### src/rtl/pipeline_ctrl_if.sv
// rtl/pipeline_ctrl_if.sv - hazard/handshake bundle between the core datapath and pipeline_ctrl
interface pipeline_ctrl_if #(
    parameter int CNTW = 32
);
    logic            ihit;
    logic            dhit;
    logic [4:0]      rs_out_1;
    logic [4:0]      rt_out_1;
    logic [4:0]      wsel_out_2;
    logic            dREN_out_2;
    logic            dREN_out_3;
    logic            dWEN_out_3;
    logic            branch_out_3;
    logic            halt_out_4;

    logic            pc_en;
    logic            ifid_en;
    logic            idex_en;
    logic            exmem_en;
    logic            memwb_en;
    logic            ifid_flush;
    logic            idex_flush;
    logic            exmem_flush;
    logic            halt;
    logic [CNTW-1:0] stall_cnt;
    logic [CNTW-1:0] flush_cnt;

    // Core datapath side: reports pipeline conditions, consumes enables.
    modport master (
        output ihit, dhit, rs_out_1, rt_out_1, wsel_out_2, dREN_out_2,
               dREN_out_3, dWEN_out_3, branch_out_3, halt_out_4,
        input  pc_en, ifid_en, idex_en, exmem_en, memwb_en,
               ifid_flush, idex_flush, exmem_flush, halt, stall_cnt, flush_cnt
    );

    // Controller side.
    modport slave (
        input  ihit, dhit, rs_out_1, rt_out_1, wsel_out_2, dREN_out_2,
               dREN_out_3, dWEN_out_3, branch_out_3, halt_out_4,
        output pc_en, ifid_en, idex_en, exmem_en, memwb_en,
               ifid_flush, idex_flush, exmem_flush, halt, stall_cnt, flush_cnt
    );
endinterface

### src/rtl/pipeline_ctrl.sv
// rtl/pipeline_ctrl.sv - 5-stage pipeline stall/flush sequencer with halt flag and perf counters
module pipeline_ctrl #(
    parameter int CPUID = 0,
    parameter int CNTW  = 32
) (
    input  logic              CLK,
    input  logic              nRST,
    pipeline_ctrl_if.slave    bus
);
    if (CNTW < 1 || CPUID < 0) begin : g_bad_params
        $error("pipeline_ctrl: invalid parameters");
    end

    typedef enum logic [1:0] {
        RUN    = 2'd0,
        DWAIT  = 2'd1,
        HALTED = 2'd2
    } state_t;

    // Control word: {pc, ifid, idex, exmem, memwb enables, ifid, idex, exmem flushes}
    localparam logic [7:0] CTL_FREEZE = 8'b00000_000;
    localparam logic [7:0] CTL_BRANCH = 8'b11111_111;
    localparam logic [7:0] CTL_LDUSE  = 8'b00111_010;
    localparam logic [7:0] CTL_IMISS  = 8'b01111_100;
    localparam logic [7:0] CTL_NORMAL = 8'b11111_000;
    localparam logic [CNTW-1:0] ONE   = {{(CNTW-1){1'b0}}, 1'b1};

    state_t          state;
    logic            halt_q;
    logic [CNTW-1:0] stall_q;
    logic [CNTW-1:0] flush_q;

    logic            mem_req;
    logic            mem_ok;
    logic            load_use;
    logic            do_flush;
    logic [7:0]      ctl;

    always_comb begin
        mem_req  = bus.dREN_out_3 | bus.dWEN_out_3;
        mem_ok   = !mem_req | bus.dhit;
        load_use = bus.dREN_out_2 && (bus.wsel_out_2 != 5'd0) &&
                   ((bus.wsel_out_2 == bus.rs_out_1) || (bus.wsel_out_2 == bus.rt_out_1));
        ctl      = CTL_FREEZE;
        do_flush = 1'b0;
        if (state != HALTED) begin
            if (!mem_ok) begin
                ctl = CTL_FREEZE;
            end else if (bus.branch_out_3) begin
                ctl      = CTL_BRANCH;
                do_flush = 1'b1;
            end else if (load_use) begin
                ctl = CTL_LDUSE;
            end else if (!bus.ihit) begin
                ctl = CTL_IMISS;
            end else begin
                ctl = CTL_NORMAL;
            end
        end
    end

    // Reset gates the enables directly so latches hold even before the first edge.
    assign bus.pc_en       = ctl[7] & nRST;
    assign bus.ifid_en     = ctl[6] & nRST;
    assign bus.idex_en     = ctl[5] & nRST;
    assign bus.exmem_en    = ctl[4] & nRST;
    assign bus.memwb_en    = ctl[3] & nRST;
    assign bus.ifid_flush  = ctl[2] & nRST;
    assign bus.idex_flush  = ctl[1] & nRST;
    assign bus.exmem_flush = ctl[0] & nRST;
    assign bus.halt        = halt_q;
    assign bus.stall_cnt   = stall_q;
    assign bus.flush_cnt   = flush_q;

    always_ff @(posedge CLK or negedge nRST) begin
        if (!nRST) begin
            state   <= RUN;
            halt_q  <= 1'b0;
            stall_q <= '0;
            flush_q <= '0;
        end else begin
            case (state)
                RUN: begin
                    if (bus.halt_out_4 && mem_ok) begin
                        state  <= HALTED;
                        halt_q <= 1'b1;
                    end else if (mem_req && !bus.dhit) begin
                        state <= DWAIT;
                    end
                end
                DWAIT: begin
                    if (bus.halt_out_4 && mem_ok) begin
                        state  <= HALTED;
                        halt_q <= 1'b1;
                    end else if (bus.dhit) begin
                        state <= RUN;
                    end
                end
                HALTED: begin
                    state  <= HALTED;
                    halt_q <= 1'b1;
                end
                default: begin
                    state <= RUN;
                end
            endcase

            if (state != HALTED) begin
                if (!ctl[7]) begin
                    stall_q <= stall_q + ONE;
                end
                if (do_flush) begin
                    flush_q <= flush_q + ONE;
                end
            end
        end
    end
endmodule

### src/flat_wrapper.sv
// flat-port wrapper written by rule: the top's interface ports become plain ports
module pipeline_ctrl_flat 
#(
    parameter int CPUID = 0,
    parameter int CNTW  = 32
)
  (CLK, nRST, bus_ihit, bus_dhit, bus_rs_out_1, bus_rt_out_1, bus_wsel_out_2, bus_dREN_out_2, bus_dREN_out_3, bus_dWEN_out_3, bus_branch_out_3, bus_halt_out_4, bus_pc_en, bus_ifid_en, bus_idex_en, bus_exmem_en, bus_memwb_en, bus_ifid_flush, bus_idex_flush, bus_exmem_flush, bus_halt, bus_stall_cnt, bus_flush_cnt);
  pipeline_ctrl_if #(.CNTW(CNTW)) bus_i ();
  input  logic CLK;
  input  logic nRST;
  input wire logic [$bits(bus_i.ihit)-1:0] bus_ihit;
  input wire logic [$bits(bus_i.dhit)-1:0] bus_dhit;
  input wire logic [$bits(bus_i.rs_out_1)-1:0] bus_rs_out_1;
  input wire logic [$bits(bus_i.rt_out_1)-1:0] bus_rt_out_1;
  input wire logic [$bits(bus_i.wsel_out_2)-1:0] bus_wsel_out_2;
  input wire logic [$bits(bus_i.dREN_out_2)-1:0] bus_dREN_out_2;
  input wire logic [$bits(bus_i.dREN_out_3)-1:0] bus_dREN_out_3;
  input wire logic [$bits(bus_i.dWEN_out_3)-1:0] bus_dWEN_out_3;
  input wire logic [$bits(bus_i.branch_out_3)-1:0] bus_branch_out_3;
  input wire logic [$bits(bus_i.halt_out_4)-1:0] bus_halt_out_4;
  output wire logic [$bits(bus_i.pc_en)-1:0] bus_pc_en;
  output wire logic [$bits(bus_i.ifid_en)-1:0] bus_ifid_en;
  output wire logic [$bits(bus_i.idex_en)-1:0] bus_idex_en;
  output wire logic [$bits(bus_i.exmem_en)-1:0] bus_exmem_en;
  output wire logic [$bits(bus_i.memwb_en)-1:0] bus_memwb_en;
  output wire logic [$bits(bus_i.ifid_flush)-1:0] bus_ifid_flush;
  output wire logic [$bits(bus_i.idex_flush)-1:0] bus_idex_flush;
  output wire logic [$bits(bus_i.exmem_flush)-1:0] bus_exmem_flush;
  output wire logic [$bits(bus_i.halt)-1:0] bus_halt;
  output wire logic [$bits(bus_i.stall_cnt)-1:0] bus_stall_cnt;
  output wire logic [$bits(bus_i.flush_cnt)-1:0] bus_flush_cnt;
  assign bus_i.ihit = bus_ihit;
  assign bus_i.dhit = bus_dhit;
  assign bus_i.rs_out_1 = bus_rs_out_1;
  assign bus_i.rt_out_1 = bus_rt_out_1;
  assign bus_i.wsel_out_2 = bus_wsel_out_2;
  assign bus_i.dREN_out_2 = bus_dREN_out_2;
  assign bus_i.dREN_out_3 = bus_dREN_out_3;
  assign bus_i.dWEN_out_3 = bus_dWEN_out_3;
  assign bus_i.branch_out_3 = bus_branch_out_3;
  assign bus_i.halt_out_4 = bus_halt_out_4;
  assign bus_pc_en = bus_i.pc_en;
  assign bus_ifid_en = bus_i.ifid_en;
  assign bus_idex_en = bus_i.idex_en;
  assign bus_exmem_en = bus_i.exmem_en;
  assign bus_memwb_en = bus_i.memwb_en;
  assign bus_ifid_flush = bus_i.ifid_flush;
  assign bus_idex_flush = bus_i.idex_flush;
  assign bus_exmem_flush = bus_i.exmem_flush;
  assign bus_halt = bus_i.halt;
  assign bus_stall_cnt = bus_i.stall_cnt;
  assign bus_flush_cnt = bus_i.flush_cnt;
  pipeline_ctrl #(.CPUID(CPUID), .CNTW(CNTW)) u_core (.CLK(CLK), .nRST(nRST), .bus(bus_i));
endmodule
### config.mk
export PLATFORM = sky130hd
export DESIGN_NAME = pipeline_ctrl_flat
export DESIGN_NICKNAME = d
export VERILOG_FILES = /design/src/rtl/pipeline_ctrl_if.sv /design/src/rtl/pipeline_ctrl.sv /design/src/flat_wrapper.sv
export SDC_FILE = /design/constraint.sdc
export NUM_CORES = 1
export LEC_CHECK = 0
export ABC_AREA = 1
export CAP_MARGIN = 40
export CORE_MARGIN = 2
export CORE_UTILIZATION = 55
export DETAILED_ROUTE_END_ITERATION = 12
export PLACE_DENSITY = 0.85
export SLEW_MARGIN = 20
export SYNTH_ARGS = -nofsm -noshare
export SYNTH_HDL_FRONTEND = slang
export SYNTH_SLANG_ARGS = --single-unit
### constraint.sdc
create_clock -name CLK -period 3.1 [get_ports CLK]
set_input_delay 0.31 -clock CLK [delete_from_list [all_inputs] [get_ports CLK]]
set_output_delay 0.31 -clock CLK [all_outputs]
set_load 0.005 [all_outputs]
==> summary.md, run 1 <==
| Metric | Value |
|---|---|
| Outcome | completed |
| Total gr overflow | 0 |
| Kind of end point of the critical path | output pin |
| Global-route met2 utilization | 0.449 |
| Req. time, crit path | 2.79 ns |
| RSZ-0062 raised after global routing | no |
| Setup slack after layout | ~0.33 ns |
| Vias/cell | 5.39 |
| Worst R2R End | u_core.bus.flush_cnt[16]$_DFFE_PN0P_ |
| Simple-gate share of the synthesized area | 0.418 |
| Distinct cells, synth | 30 |
| Power Dens Cells | 501 nW/um^2 |
| Pwr Total | between 2 and 3 mW |
| DR pass1 iterations | 7 |
| Vias in the first global route | approximately 4200 |
| Tightest Pin Transition | 0.616 ns |
| Post-Synth Adder-Cell Area | 0.00564 |
| Die height | 93.8 um |
| Synth Area in Compound Gates | 0.0279 |
| Max frequency | 361 MHz |
| Die area | 8800 um^2 |
| Final instance area | 5750 um^2 |
| Boundary Pins | 97 |
| Final setup vio count | 0 |
| Critical R2R Launch | u_core.state[1]$_DFFE_PN0P_ |
| Worst EP arrival | 2.46 ns |
| Top FF cell, synth | dfrtp_1 |
| Min-Delay Endpoint | u_core.state[0]$_DFFE_PN0P_ |
| Inserted Diodes | 0 |
| H-tree Lvls | 3 |
| Buffers added on ports | 96 |
| Post-synth EDFFs | 0 |
| Final Cycle Share | 0.893 |
| Largest family of logic cells by synthesized area | simple AND/OR/NAND/NOR gates |
| Max-Slew Margin vs Limit | 0.589 |
| Mux contribution to synthesized area | 0 |
| Initial Util | 0.571 |
| Syn avg cell area | 6.69 um^2 |
| GRT Overall Usage | 0.288 |
| Maxcap violations | 0 |
| GRT met3 Usage | 0.0433 |
| Initial antenna violation count | 0 |
| Inst Count DP | 849 |
| Crit-path cells | inv_1 > nor2_2 > inv_2 > nand3_4 > nor2_1 > clkdlybuf4s50_1 |
| Worst hold start | u_core.state[1]$_DFFE_PN0P_ |
| Clock Latency Late Sink | between 0.3 and 0.4 ns |
| Clk root buf | clkbuf_8 |
| Std cell rows | 32 |
| Worst Reg-to-Reg Cells | 10 |
| Gpl congestion | 0.928 |
| Clock Sinks | 67 |
| CORE AREA | 7770 um^2 |
| Die width | roughly 94 um |
| Critical path's top delay family | buffers and inverters |
| Crit path max-delay cell type | clkdlybuf4s50_1 |
| Wire length of the first global-routing pass | between 20000 and 25000 um |
| DP Worst Slack | 0.505 ns |
| Hold path depth | 1 |
| Clock transition at the registers of the reported paths | about 0.070 ns |
| Buf/Inv on CP | 3 |
| Clock skew | between 0.01 and 0.015 ns |
| Synth Cell Area | 4440 um^2 |
| #FFs+latches synth | 67 |
| Ys async rst share | 1.00 |
| Residual DRC | 0 |
| Startpoint types | flop |
| Synthesized instance count | 663 |
| Fin cells | 867 |
| Final hold violations | 0 |
| Final nets | 786 |
| CTS tree | yes |
| WL/cell | 14.1 um |
| Met1 usage | 0.414 |
| Final Slew Violations | 0 |
| Clock Tree Buf Depth | 2 |
| Synth warnings | 0 |
| GR peak layer | met2 |
| Via count | around 4700 |
| Hold WC Path Type | flop to flop |
| Synth Area in XOR/XNOR | 0.0869 |
| Placed Area | 5450 um^2 |
| Area Overhead vs Synth | 29.7% |
| R2r setup slk | 0.76 ns |
| WL final | 12300 um |
| CTS Buf Count | 9 |
| HPWL Detailed | 9040 um |
| Maximum net fanout on the critical path | 32 |
| IR drop worst, VDD | 0.360 mV |
| Sequential-to-total area share from yosys stat | 0.378 |
| Crit Path Class | flop to output pin |
| Routed Antenna Nets | 0 |
| Leak | 2.81 nW |
| Largest net degree at the start of global routing | 68 |
| Layout cells sized above 1 | 0.0458 |
| Setup TNS | 0 ns |
| Initial DRC count | between 300 and 400 |
| Max incr delay on CP | 0.55 ns |
| Net Count, Synth | 689 |
| Final worst path period need | roughly 2.8 ns |
[registers in the layout, summed over array words and instances (netlist names)]
| name | cells |
|---|---|
| u_core.state | 2 |
| u_core.bus.flush_cnt | 32 |
| u_core.bus.stall_cnt | 32 |
| u_core.bus.halt | 1 |
[cell usage in the layout, fill, tap and decap left out, drive strengths merged, types with 12 or more instances in the layout]
master         netlist  layout
nor3                27      27
nor2                78      78
nand2              252     252
clkbuf               6      12
clkdlybuf4s50        0      95
nand3               58      58
o21ai               15      15
xor2                35      35
dfrtp               67      67
inv                 77      77
[metrics by stage]
stage               utilization  hold slack [ns]
floorplan                     -           0.0144
detailed placement        0.702            0.460
finish                    0.740            0.503
CTS                       0.736            0.285
global placement          0.702            0.455
global route              0.740            0.515
[routing by layer]
| metal | wire length, um | share of wire |
|---|---|---|
| met1 | 5430 | 0.44 |
| met2 | 5650 | 0.46 |
| met3 | 940 | 0.077 |
| met4 | 243 | 0.020 |
| met5 | 0 | 0 |
[cells by family after synthesis]
logic type | count (synthesis)
and+or+nand+nor | 437
AOI/OAI and AO/OA | 22
adders and majority gates | 2
buffers and inverters | 91
xor gates and xnor gates | 44
DFF | 67
[power by group]
part           switching, mW  internal [mW]
Clock                  0.344          0.600
Sequential             0.147          0.981
Combinational          0.461          0.347
[how the worst max path moves through the flow]
stage,endpoint,cells past startpoint,slack [ns],from
after floorplan,u_core.bus.stall_cnt[20]$_DFFE_PN0P_,10,1.45,u_core.bus.stall_cnt[0]$_DFFE_PN0P_
after global placement,bus_pc_en,7,0.55,bus_dWEN_out_3
after detailed placement,bus_pc_en,7,0.50,bus_dWEN_out_3
after CTS,bus_exmem_flush,6,0.36,u_core.state[1]$_DFFE_PN0P_
after global routing,bus_exmem_flush,6,0.16,u_core.state[1]$_DFFE_PN0P_
final,bus_exmem_flush,6,0.33,u_core.state[1]$_DFFE_PN0P_
[Yosys cell counts (all sizes together), types with 2 or more instances]
master	instances	share of area
nand2	252	0.22
nor2	78	0.068
inv	77	0.065
dfrtp	67	0.38
nand3	58	0.069
xor2	35	0.069
nor3	27	0.032
o21ai	15	0.018
nand4	11	0.016
xnor2	9	0.018
buf	8	0.013
nand3b	8	0.014
clkbuf	6	0.0051
a21boi	3	0.0051
a21oi	3	0.0034
ha	2	0.0056
[layout make-up]
| class | instances | area, um^2 |
|---|---|---|
| tap | 102 | 128 |
| inverter | 77 | 289 |
| clock buffer | 12 | 165 |
| sequential | 67 | 1680 |
| multi-input combinational | 505 | 2390 |
| fill | 611 | 2020 |
| timing repair buffer | 100 | 1010 |
| clock inverter | 4 | 95.1 |
[what timing repair did]
item	in CTS	in global routing
endpoints found under the setup margin	0	0
hold buffers	0	1
resized for setup	0	0
hold endpoints to repair	0	9
setup buffers	0	0
(Power assumes the default switching activity.)
==> run 2, diff against run 1 <==
CELL_PAD_IN_SITES_DETAIL_PLACEMENT = 1   (was unset)
CELL_PAD_IN_SITES_GLOBAL_PLACEMENT = 1   (was unset)
CORE_UTILIZATION = 39   (was 55)
PLACE_DENSITY = 0.86   (was 0.85)
RECOVER_POWER = 100   (was unset)
==> run 2 against run 1 <==
  * Global-route usage fell by 4.0 points
  * Final area increased by 0.24%
  * Wire length increased by 19%
  * Critical endpoint unchanged
==> summary.md, run 2 (synthesis results as in run 1) <==
| Metric | Value |
|---|---|
| WL final | 14600 um (was 12300 um) |
| RSZ-0062 raised after global routing | no (unchanged) |
| Tightest Pin Transition | 1.22 ns (was 0.616 ns) |
| Inserted Diodes | 0 (unchanged) |
| Max frequency | 362 MHz (was 361 MHz) |
| Vias/cell | 5.17 (was 5.39) |
| Startpoint types | flop (unchanged) |
| Req. time, crit path | 2.79 ns (about the same) |
| GRT met3 Usage | 0.0313 (was 0.0433) |
| Initial Util | 0.404 (was 0.571) |
| Hold path depth | 1 (unchanged) |
| Routed Antenna Nets | 0 (unchanged) |
| # Post-CTS Setup Buffers | 0 (unchanged) |
| Critical R2R Launch | u_core.state[1]$_DFFE_PN0P_ (unchanged) |
| Die area | 12200 um^2 (was 8800 um^2) |
| Hold-fix buffers, CTS | 0 (unchanged) |
| DP Worst Slack | 0.464 ns (was 0.505 ns) |
| Clock Latency Late Sink | 0.33 ns (was 0.35 ns) |
| Clock skew | 0.00639 ns (was 0.0129 ns) |
| Multi-input logic area | 2380 um^2 (was 2390 um^2) |
| Gpl congestion | 0.892 (was 0.928) |
| Setup slack after layout | 0.341 ns (was 0.331 ns) |
| Min-Delay Endpoint | u_core.bus.halt$_DFFE_PN0P_ (was u_core.state[0]$_DFFE_PN0P_) |
| Final setup vio count | 0 (unchanged) |
| Via count | 4670 (was 4672) |
| Area Overhead vs Synth | 30.0% (was 29.7%) |
| Final Slew Violations | 0 (unchanged) |
| Worst R2R End | u_core.bus.flush_cnt[16]$_DFFE_PN0P_ (unchanged) |
| Crit Path Class | flop to output pin (unchanged) |
| Final worst path period need | 2.76 ns (was 2.77 ns) |
| GRT Overall Usage | 0.248 (was 0.288) |
| Wire length of the first global-routing pass | 24800 um (was 20200 um) |
| CTS tree | yes (unchanged) |
| R2r setup slk | 0.57 ns (was 0.76 ns) |
| Filler Cell Count | 1468 (was 611) |
| Final Cycle Share | 0.890 (was 0.893) |
| Register area | 1680 um^2 (unchanged) |
| Max-Slew Margin vs Limit | 0.185 (was 0.589) |
| Clock Sinks | 67 (unchanged) |
| Largest net degree at the start of global routing | 48 (was 68) |
| Maxcap violations | 0 (unchanged) |
| Initial DRC count | 221 (was 376) |
| Worst Reg-to-Reg Cells | 10 (unchanged) |
| CORE AREA | 11000 um^2 (was 7770 um^2) |
| Boundary Pins | 97 (unchanged) |
| Placed Area | 5510 um^2 (was 5450 um^2) |
| Clk root buf | clkbuf_16 (was clkbuf_8) |
| Final nets | 785 (was 786) |
| Final instance area | 5770 um^2 (was 5750 um^2) |
| Global-route met2 utilization | 0.413 (was 0.449) |
| Layout cells sized above 1 | 0.0367 (was 0.0458) |
| DR pass1 iterations | 4 (was 7) |
| Clock transition at the registers of the reported paths | 0.06 ns (was 0.07 ns) |
| Inst Count DP | 888 (was 849) |
| Most common cell after layout, fill and taps aside | nand2_1 (unchanged) |
| GR peak layer | met2 (unchanged) |
| Maximum net fanout on the critical path | 32 (unchanged) |
| Worst hold start | u_core.bus.halt$_DFFE_PN0P_ (was u_core.state[1]$_DFFE_PN0P_) |
| Residual DRC | 0 (unchanged) |
| Kind of end point of the critical path | output pin (unchanged) |
| Buffers added on ports | 96 (unchanged) |
| Outcome | completed (unchanged) |
| Final hold violations | 0 (unchanged) |
| Leak | 2.99 nW (was 2.81 nW) |
| HPWL Detailed | 11200 um (was 9040 um) |
| Clock Tree Buf Depth | 2 (unchanged) |
| CTS Buf Count | 9 (unchanged) |
| Total gr overflow | 0 (unchanged) |
| Die height | 111 um (was 93.8 um) |
| Met1 usage | 0.334 (was 0.414) |
| Vias in the first global route | 4979 (was 4229) |
| IR drop worst, VDD | 0.331 mV (was 0.360 mV) |
| Pwr Total | 2.87 mW (was 2.88 mW) |
| Power Dens Cells | 498 nW/um^2 (was 501 nW/um^2) |
| Commonest non-fill, non-tap cells in the layout | nand2_1, nor2_1, inv_1, dlygate4sd3_1, dfrtp_1 (was nand2_1, clkdlybuf4s50_1, nor2_1) |
| H-tree Lvls | 3 (unchanged) |
| Initial antenna violation count | 0 (unchanged) |
| Std cell rows | 38 (was 32) |
| WL/cell | 16.2 um (was 14.1 um) |
| Fin cells | 903 (was 867) |
| Worst EP arrival | 2.45 ns (was 2.46 ns) |
| Post-CTS Resized | 0 (unchanged) |
| Hold WC Path Type | flop to flop (unchanged) |
| Die width | 111 um (was 93.8 um) |
| Setup TNS | 0 ns (unchanged) |
[run 2: changes by cell type in the layout (fill, tap and decap cells not counted), moves of 3 or more]
cell	change
dlygate4sd3_1	+72
nor2_1	+3
clkbuf_8	-10
bufinv_16	-3
nor2_2	-3
clkbuf_16	+9
clkdlybuf4s50_1	-73
[run 2: worst max-delay path, cell delays in order (launching register included)]
cell and delay, ns:
dfrtp_1 0.39, inv_1 0.08, nor2_1 0.12, inv_2 0.52, nand3_4 0.32, nor2_1 0.17, clkdlybuf4s50_1 0.52
[run 2: through the flow]
step | utilization | hold slack, ns
final | 0.525 | 0.469
after global routing | 0.525 | 0.493
after CTS | 0.527 | 0.0616
after detailed placement | 0.502 | 0.411
after global placement | 0.502 | 0.400
after floorplan | - | 0.0144
[run 2: layout make-up]
cell class	instances	share of cell area
Clock buffer	11	0.0438
Clock inverter	4	0.00456
Inverter	77	0.0501
Multi-Input combinational cell	505	0.412
Sequential cell	67	0.291
Tap cell	140	0.0304
Timing Repair Buffer	99	0.168
[run 2: how the worst max path moves through the flow]
stage                                                       to  depth (start not counted)                                start
after floorplan           u_core.bus.stall_cnt[20]$_DFFE_PN0P_                         10  u_core.bus.stall_cnt[0]$_DFFE_PN0P_
after global placement                          bus_ifid_flush                          7                       bus_dWEN_out_3
after detailed placement                             bus_pc_en                          7                       bus_dWEN_out_3
after CTS                                      bus_exmem_flush                          6          u_core.state[1]$_DFFE_PN0P_
after global routing                           bus_exmem_flush                          6          u_core.state[1]$_DFFE_PN0P_
final                                          bus_exmem_flush                          6          u_core.state[1]$_DFFE_PN0P_
[run 2: power breakdown]
part,internal [mW],switching (mW),total [mW]
clock,0.579,0.393,0.972
sequential,0.983,0.146,1.13
combinational,0.299,0.473,0.772
total,1.86,1.01,2.87
[run 2: per-layer routing]
metal,routed length [um],vias to the layer above
met1,6750,2281
met5,0,-
met4,212,0
met3,628,17
li1,-,2264
met2,7050,108
==> patch 1: new RTL, settings of run 1 <==
`CNTW` is set to 32 in 3 places; all go to 16.
--- a/src/rtl/pipeline_ctrl_if.sv
+++ b/src/rtl/pipeline_ctrl_if.sv
@@ -2,3 +2,3 @@
 interface pipeline_ctrl_if #(
-    parameter int CNTW = 32
+    parameter int CNTW = 16
 );
--- a/src/rtl/pipeline_ctrl.sv
+++ b/src/rtl/pipeline_ctrl.sv
@@ -3,3 +3,3 @@
     parameter int CPUID = 0,
-    parameter int CNTW  = 32
+    parameter int CNTW  = 16
 ) (
--- a/src/flat_wrapper.sv
+++ b/src/flat_wrapper.sv
@@ -4,3 +4,3 @@
     parameter int CPUID = 0,
-    parameter int CNTW  = 32
+    parameter int CNTW  = 16
 )
Interface: changed (resized bus_flush_cnt and bus_stall_cnt); port bits go from 97 to 65. The function was not compared with the original's and may differ.
==> patch 1 against run 1 <==
- total power decreased by 50%
- sequential cell count fell by 32
- critical path depth did not move
- first-iteration DRC count decreased by 53%
- setup slack improved by 0.32 ns
- area after synthesis fell by 52%
- routed wire length shrank 60%
- cell count fell by 53%
- die area fell by 50%
- sequential power decreased by 46%
- cell area down 50%
- critical endpoint is now bus_pc_en
==> patch 1: results (changes against run 1) <==
LEAKAGE = 1.395 nW (-50%)
GR Util met1 = 32.97% (-8.4 points)
antenna violations before repair = 0 (unchanged)
ant diodes = 0 (unchanged)
Root Driver = clkbuf_8
WP data arrival = 2.14 ns (-0.32 ns)
final wirelength = 4.953 mm (-60%)
clk_skew = 0.006372 ns (-0.006575 ns)
worst IR drop on VDD = 367.7 µV (+2.2%)
Setup Fix Bufs, Post-CTS = 0 (unchanged)
Synth async-reset ratio = 100.0% (unchanged)
Area contributors post-synth = dfrtp_1 (41%), nand2_1 (18%), xor2_1 (6.1%)
quantity of gates resized following cts = 0 (unchanged)
worst min path class = register to register
max incr delay on CP = 0.52 ns (-0.03 ns)
outcome = complete, no violations
CTS buffer count = 5 (-4)
met2 Usage GRT = 41.13% (-3.8 points)
synth unique cells = 27 (-10%)
PortBufs = 64 (-33%)
nets@finish = 386 (-51%)
DR vias = 2,046 (-56%)
Top FF cell, synth = dfrtp_1
largest net degree at the start of global routing = 36 (-47%)
number of DRC markers in iteration 0 = 177 (-53%)
clock slew at reported path FFs = 0.08 ns
H-tree levels = 2 (-1)
most frequent cells after synthesis = nand2_1 (101), dfrtp_1 (35), inv_1 (34)
Routability Congestion = 0.8958 (-3.4%)
Max Root-Sink Buffers = 2 (unchanged)
Total Routing Usage GR = 24.84% (-3.9 points)
Synth Net Count = 320 (-54%)
relative slew slack = 69.05% (+10 points)
sequential fraction of the synthesis area = 40.75% (+2.9 points)
TritonRoute pass-1 iters = 4 (-3)
CP max FO = 5 (-84%)
hpwl dp = 3.737 mm (-59%)
first-pass GRT wire length = 8.500 mm (-58%)
Sw Pwr = 0.5028 mW (-47%)
synth warn = 0 (unchanged)
layout cells sized above 1 = 6.371% (+1.8 points)
critical path's slowest cell = clkdlybuf4s50_1
GRT met3 Usage = 5.236% (+0.90 points)
clk_lat worst skew = 0.29 ns (-0.06 ns)
-- patch 1: changes by cell type after synthesis, sizes merged, moves of 6 or more --
cell | run 1 | this run
nand4 | 11 | 5
inv | 77 | 40
nand3b | 8 | 1
nand3 | 58 | 28
xor2 | 35 | 15
nor2 | 78 | 26
clkbuf | 6 | 0
dfrtp | 67 | 35
nand2 | 252 | 102
nor3 | 27 | 11
o21ai | 15 | 5
-- patch 1: power by group through the flow --
stage	sequential, mW	clock, mW	combinational [mW]
3_3_place_gp	0.613	0	0.473
3_5_place_dp	0.613	0	0.483
2_1_floorplan	0.606	0	0.252
4_1_cts	0.606	0.346	0.486
5_1_grt	0.619	0.367	0.539
6_report	0.605	0.338	0.483
-- patch 1: through the flow --
stage	std cells	cell area [µm²]	worst slack [ns]
2_1_floorplan	294	2150	1.631
6_report	409	2899	0.6504
4_1_cts	409	2899	0.6278
5_1_grt	409	2899	0.4474
3_5_place_dp	401	2806	0.6544
3_3_place_gp	401	2806	0.7114
-- patch 1: path summary, 6_finish.rpt --
check	depth (start not counted)	slack (ns)	endpoint	startpoint
worst min register to register	1	0.47	u_core.state[0]	u_core.state[1]
max in group asynchronous	2	2.25	u_core.bus.stall_cnt[0]	nRST
worst max-delay path	6	0.65	bus_pc_en	nRST
worst max register to register	10	1.32	u_core.bus.flush_cnt[12]	u_core.state[1]
min in group asynchronous	2	0.53	u_core.bus.stall_cnt[6]	nRST
worst min-delay path	1	0.47	u_core.state[0]	u_core.state[1]
-- patch 1: cell families after synthesis --
family | synth area share, %
buf+inv | 9.371
simple gates | 35.91
flops | 40.75
xor+xnor | 10.59
fa+ha+maj | 1.164
compound gates | 2.212
-- patch 1: layout make-up --
cell class | instances | area [µm²]
fillers | 284 | 817.0
well taps | 48 | 60.06
multi-input cells | 213 | 1072
inverters | 40 | 150.1
flip-flops and latches | 35 | 875.8
clock buffers | 5 | 68.82
repair buffers | 65 | 648.1
clock inverters | 3 | 23.77
-- patch 1: per-layer routing --
metal	part of all wire (%)	routed length, µm	vias to the layer above
met5	0	0	-
met4	0.93	46	0
met3	5.4	265	5
met2	48	2373	70
met1	46	2269	929
li1	-	-	1042
-- patch 1: worst max-delay path, delay by kind of cell --
| family | cells | cell delay, ns |
|---|---|---|
| AND/OR/NAND/NOR | 2 | 0.56 |
| buffers and inverters | 3 | 1.12 |
| AO/OA/AOI/OAI | 1 | 0.14 |
==> patch 2: new RTL, config.mk and constraints of run 1 <==
Without the edit above. Re-encode `state_t` (3 states) as one-hot, 3 bits wide.
--- a/src/rtl/pipeline_ctrl.sv
+++ b/src/rtl/pipeline_ctrl.sv
@@ -13,6 +13,6 @@
 
-    typedef enum logic [1:0] {
-        RUN    = 2'd0,
-        DWAIT  = 2'd1,
-        HALTED = 2'd2
+    typedef enum logic [2:0] {
+        RUN    = 3'b001,
+        DWAIT  = 3'b010,
+        HALTED = 3'b100
     } state_t;
Check against the original RTL: same outputs for any inputs over 10 cycles, from zero or initial values and one cycle with nRST low; not proved beyond that.
==> patch 2 against run 1 <==
- total power decreased by 3.6%
- highest routed layer unchanged
- sequential cell count increased by 1
- largest cell class unchanged
- sequential share of layout area decreased by 0.31 points
- cell area increased by 2.7%
- hold slack got worse by 0.025 ns
- setup slack improved by 0.074 ns
- area after synthesis increased by 4.9%
- non-clock buffer count increased by 1
- routed wire length increased by 5.3%
==> patch 2: results (changes against run 1) <==
quantity of gates resized following cts = 0 (unchanged)
Synth async-reset ratio = 100.0% (unchanged)
worst r2r src = u_core.bus.stall_cnt[0]
WP data arrival = 2.38 ns (-0.08 ns)
Placed Cells = 864 (+1.8%)
met2 Usage GRT = 50.76% (+5.9 points)
Top FF cell, synth = dfrtp_1
synthesized instance count = 672 (+1.4%)
GRT met3 Usage = 3.367% (-0.97 points)
routed len/inst = 14.66 µm (+3.6%)
DR vias = 4,700 (+0.60%)
Synth Net Count = 698 (+1.3%)
Max Root-Sink Buffers = 2 (unchanged)
H-tree levels = 3 (unchanged)
relative slew slack = 58.20% (-0.67 points)
layout cells sized above 1 = 8.119% (+3.5 points)
Total Routing Usage GR = 29.38% (+0.61 points)
number of DRC markers in iteration 0 = 307 (-18%)
die area = 9209 µm² (+4.7%)
Root Driver = clkbuf_8
CP max FO = 5 (-84%)
clk_lat worst skew = 0.35 ns (about the same)
clk_skew = 0.008044 ns (-0.004904 ns)
clock slew at reported path FFs = 0.08 ns
worst min path class = primary input to async pin
pre-CTS WS = 0.4625 ns (-0.04203 ns)
most frequent cells after synthesis = nand2_1 (258), nor2_1 (71), dfrtp_1 (67)
largest net degree at the start of global routing = 56 (-18%)
final wirelength = 12.91 mm (+5.3%)
worst IR drop on VDD = 288.1 µV (-20%)
fillcell total = 686 (+12%)
TritonRoute pass-1 iters = 5 (-2)
worst r2r path cells = 10 (unchanged)
outcome = complete, no violations
synth warn = 0 (unchanged)
Area contributors post-synth = dfrtp_1 (36%), nand2_1 (21%), xor2_1 (5.8%)
Most Used Layer, Global Route = met2
GR Util met1 = 38.50% (-2.9 points)
hpwl dp = 9.701 mm (+7.3%)
LEAKAGE = 2.823 nW (+0.42%)
flop2flop setup slack = 1.15 ns (+0.39 ns)
Routability Congestion = 0.9187 (-0.97%)
synth unique cells = 34 (+13%)
Worst R2R End = u_core.bus.stall_cnt[22]
first-pass GRT wire length = 21.19 mm (+4.9%)
critical path's slowest cell = dfstp_2
nets@finish = 797 (+1.4%)
vias in the first global route = 4,440 (+5.0%)
Setup Fix Bufs, Post-CTS = 0 (unchanged)
sequential fraction of the synthesis area = 36.61% (-1.2 points)
## patch 2: per-stage QoR
stage	instance area, µm²	hold WS [ns]
floorplan	4652	0.01441
global placement	5670	0.4608
detailed placement	5698	0.3220
CTS	5906	0.4760
global route	5906	0.4886
finish	5906	0.4787
## patch 2: where the power goes
part / switching [mW] / total, mW / internal [mW] / leakage (nW)
logic: 0.431 / 0.815 / 0.384 / 1.81
clock network: 0.382 / 0.758 / 0.376 / 0.100
registers: 0.191 / 1.20 / 1.01 / 0.911
total: 1.00 / 2.78 / 1.77 / 2.82
## patch 2: how the worst max path moves through the flow
stage | start | end | slack, ns
4_1_cts | u_core.state[0] | bus_ifid_flush | 0.39
5_1_grt | u_core.state[0] | bus_pc_en | 0.24
3_5_place_dp | bus_dWEN_out_3 | bus_ifid_flush | 0.46
2_1_floorplan | u_core.state[0] | bus_ifid_flush | 1.32
3_3_place_gp | bus_dhit | bus_pc_en | 0.60
6_report | u_core.state[0] | bus_ifid_flush | 0.41
## patch 2: cell type report
cell class                      count  share of cell area (%)
Inverter                           72                   4.576
Timing Repair Buffer              101                   17.20
Sequential cell                    68                   28.83
Tap cell                          105                   2.225
Multi-Input combinational cell    519                   43.81
Clock inverter                      7                   1.250
Clock buffer                        9                   2.097
## patch 2: cells by family after synthesis
group / share of synthesized area (%)
AO/OA/AOI/OAI: 2.152
AND/OR/NAND/NOR: 44.65
buffers and inverters: 7.773
XOR/XNOR: 8.284
flip-flops: 36.61
adder cells (fa/ha/maj): 0.5378
## patch 2: layer usage
layer  wire length [µm]  share of wire (%)
met5                  0                  0
met4                259                2.0
met3                586                4.5
met2               6432                 50
met1               5634                 44
## patch 2: repair_timing
item / CTS / global route
hold buffers: 1 / 0
endpoints found under the setup margin: 0 / 0
endpoints found under the hold margin: 13 / 0
## patch 2: worst max-delay path: cells and delay by family (launching register included)
family	cells	cell delay [ns]
simple gates	3	0.66
buf+inv	3	0.68
compound gates	1	0.16
flops	1	0.54
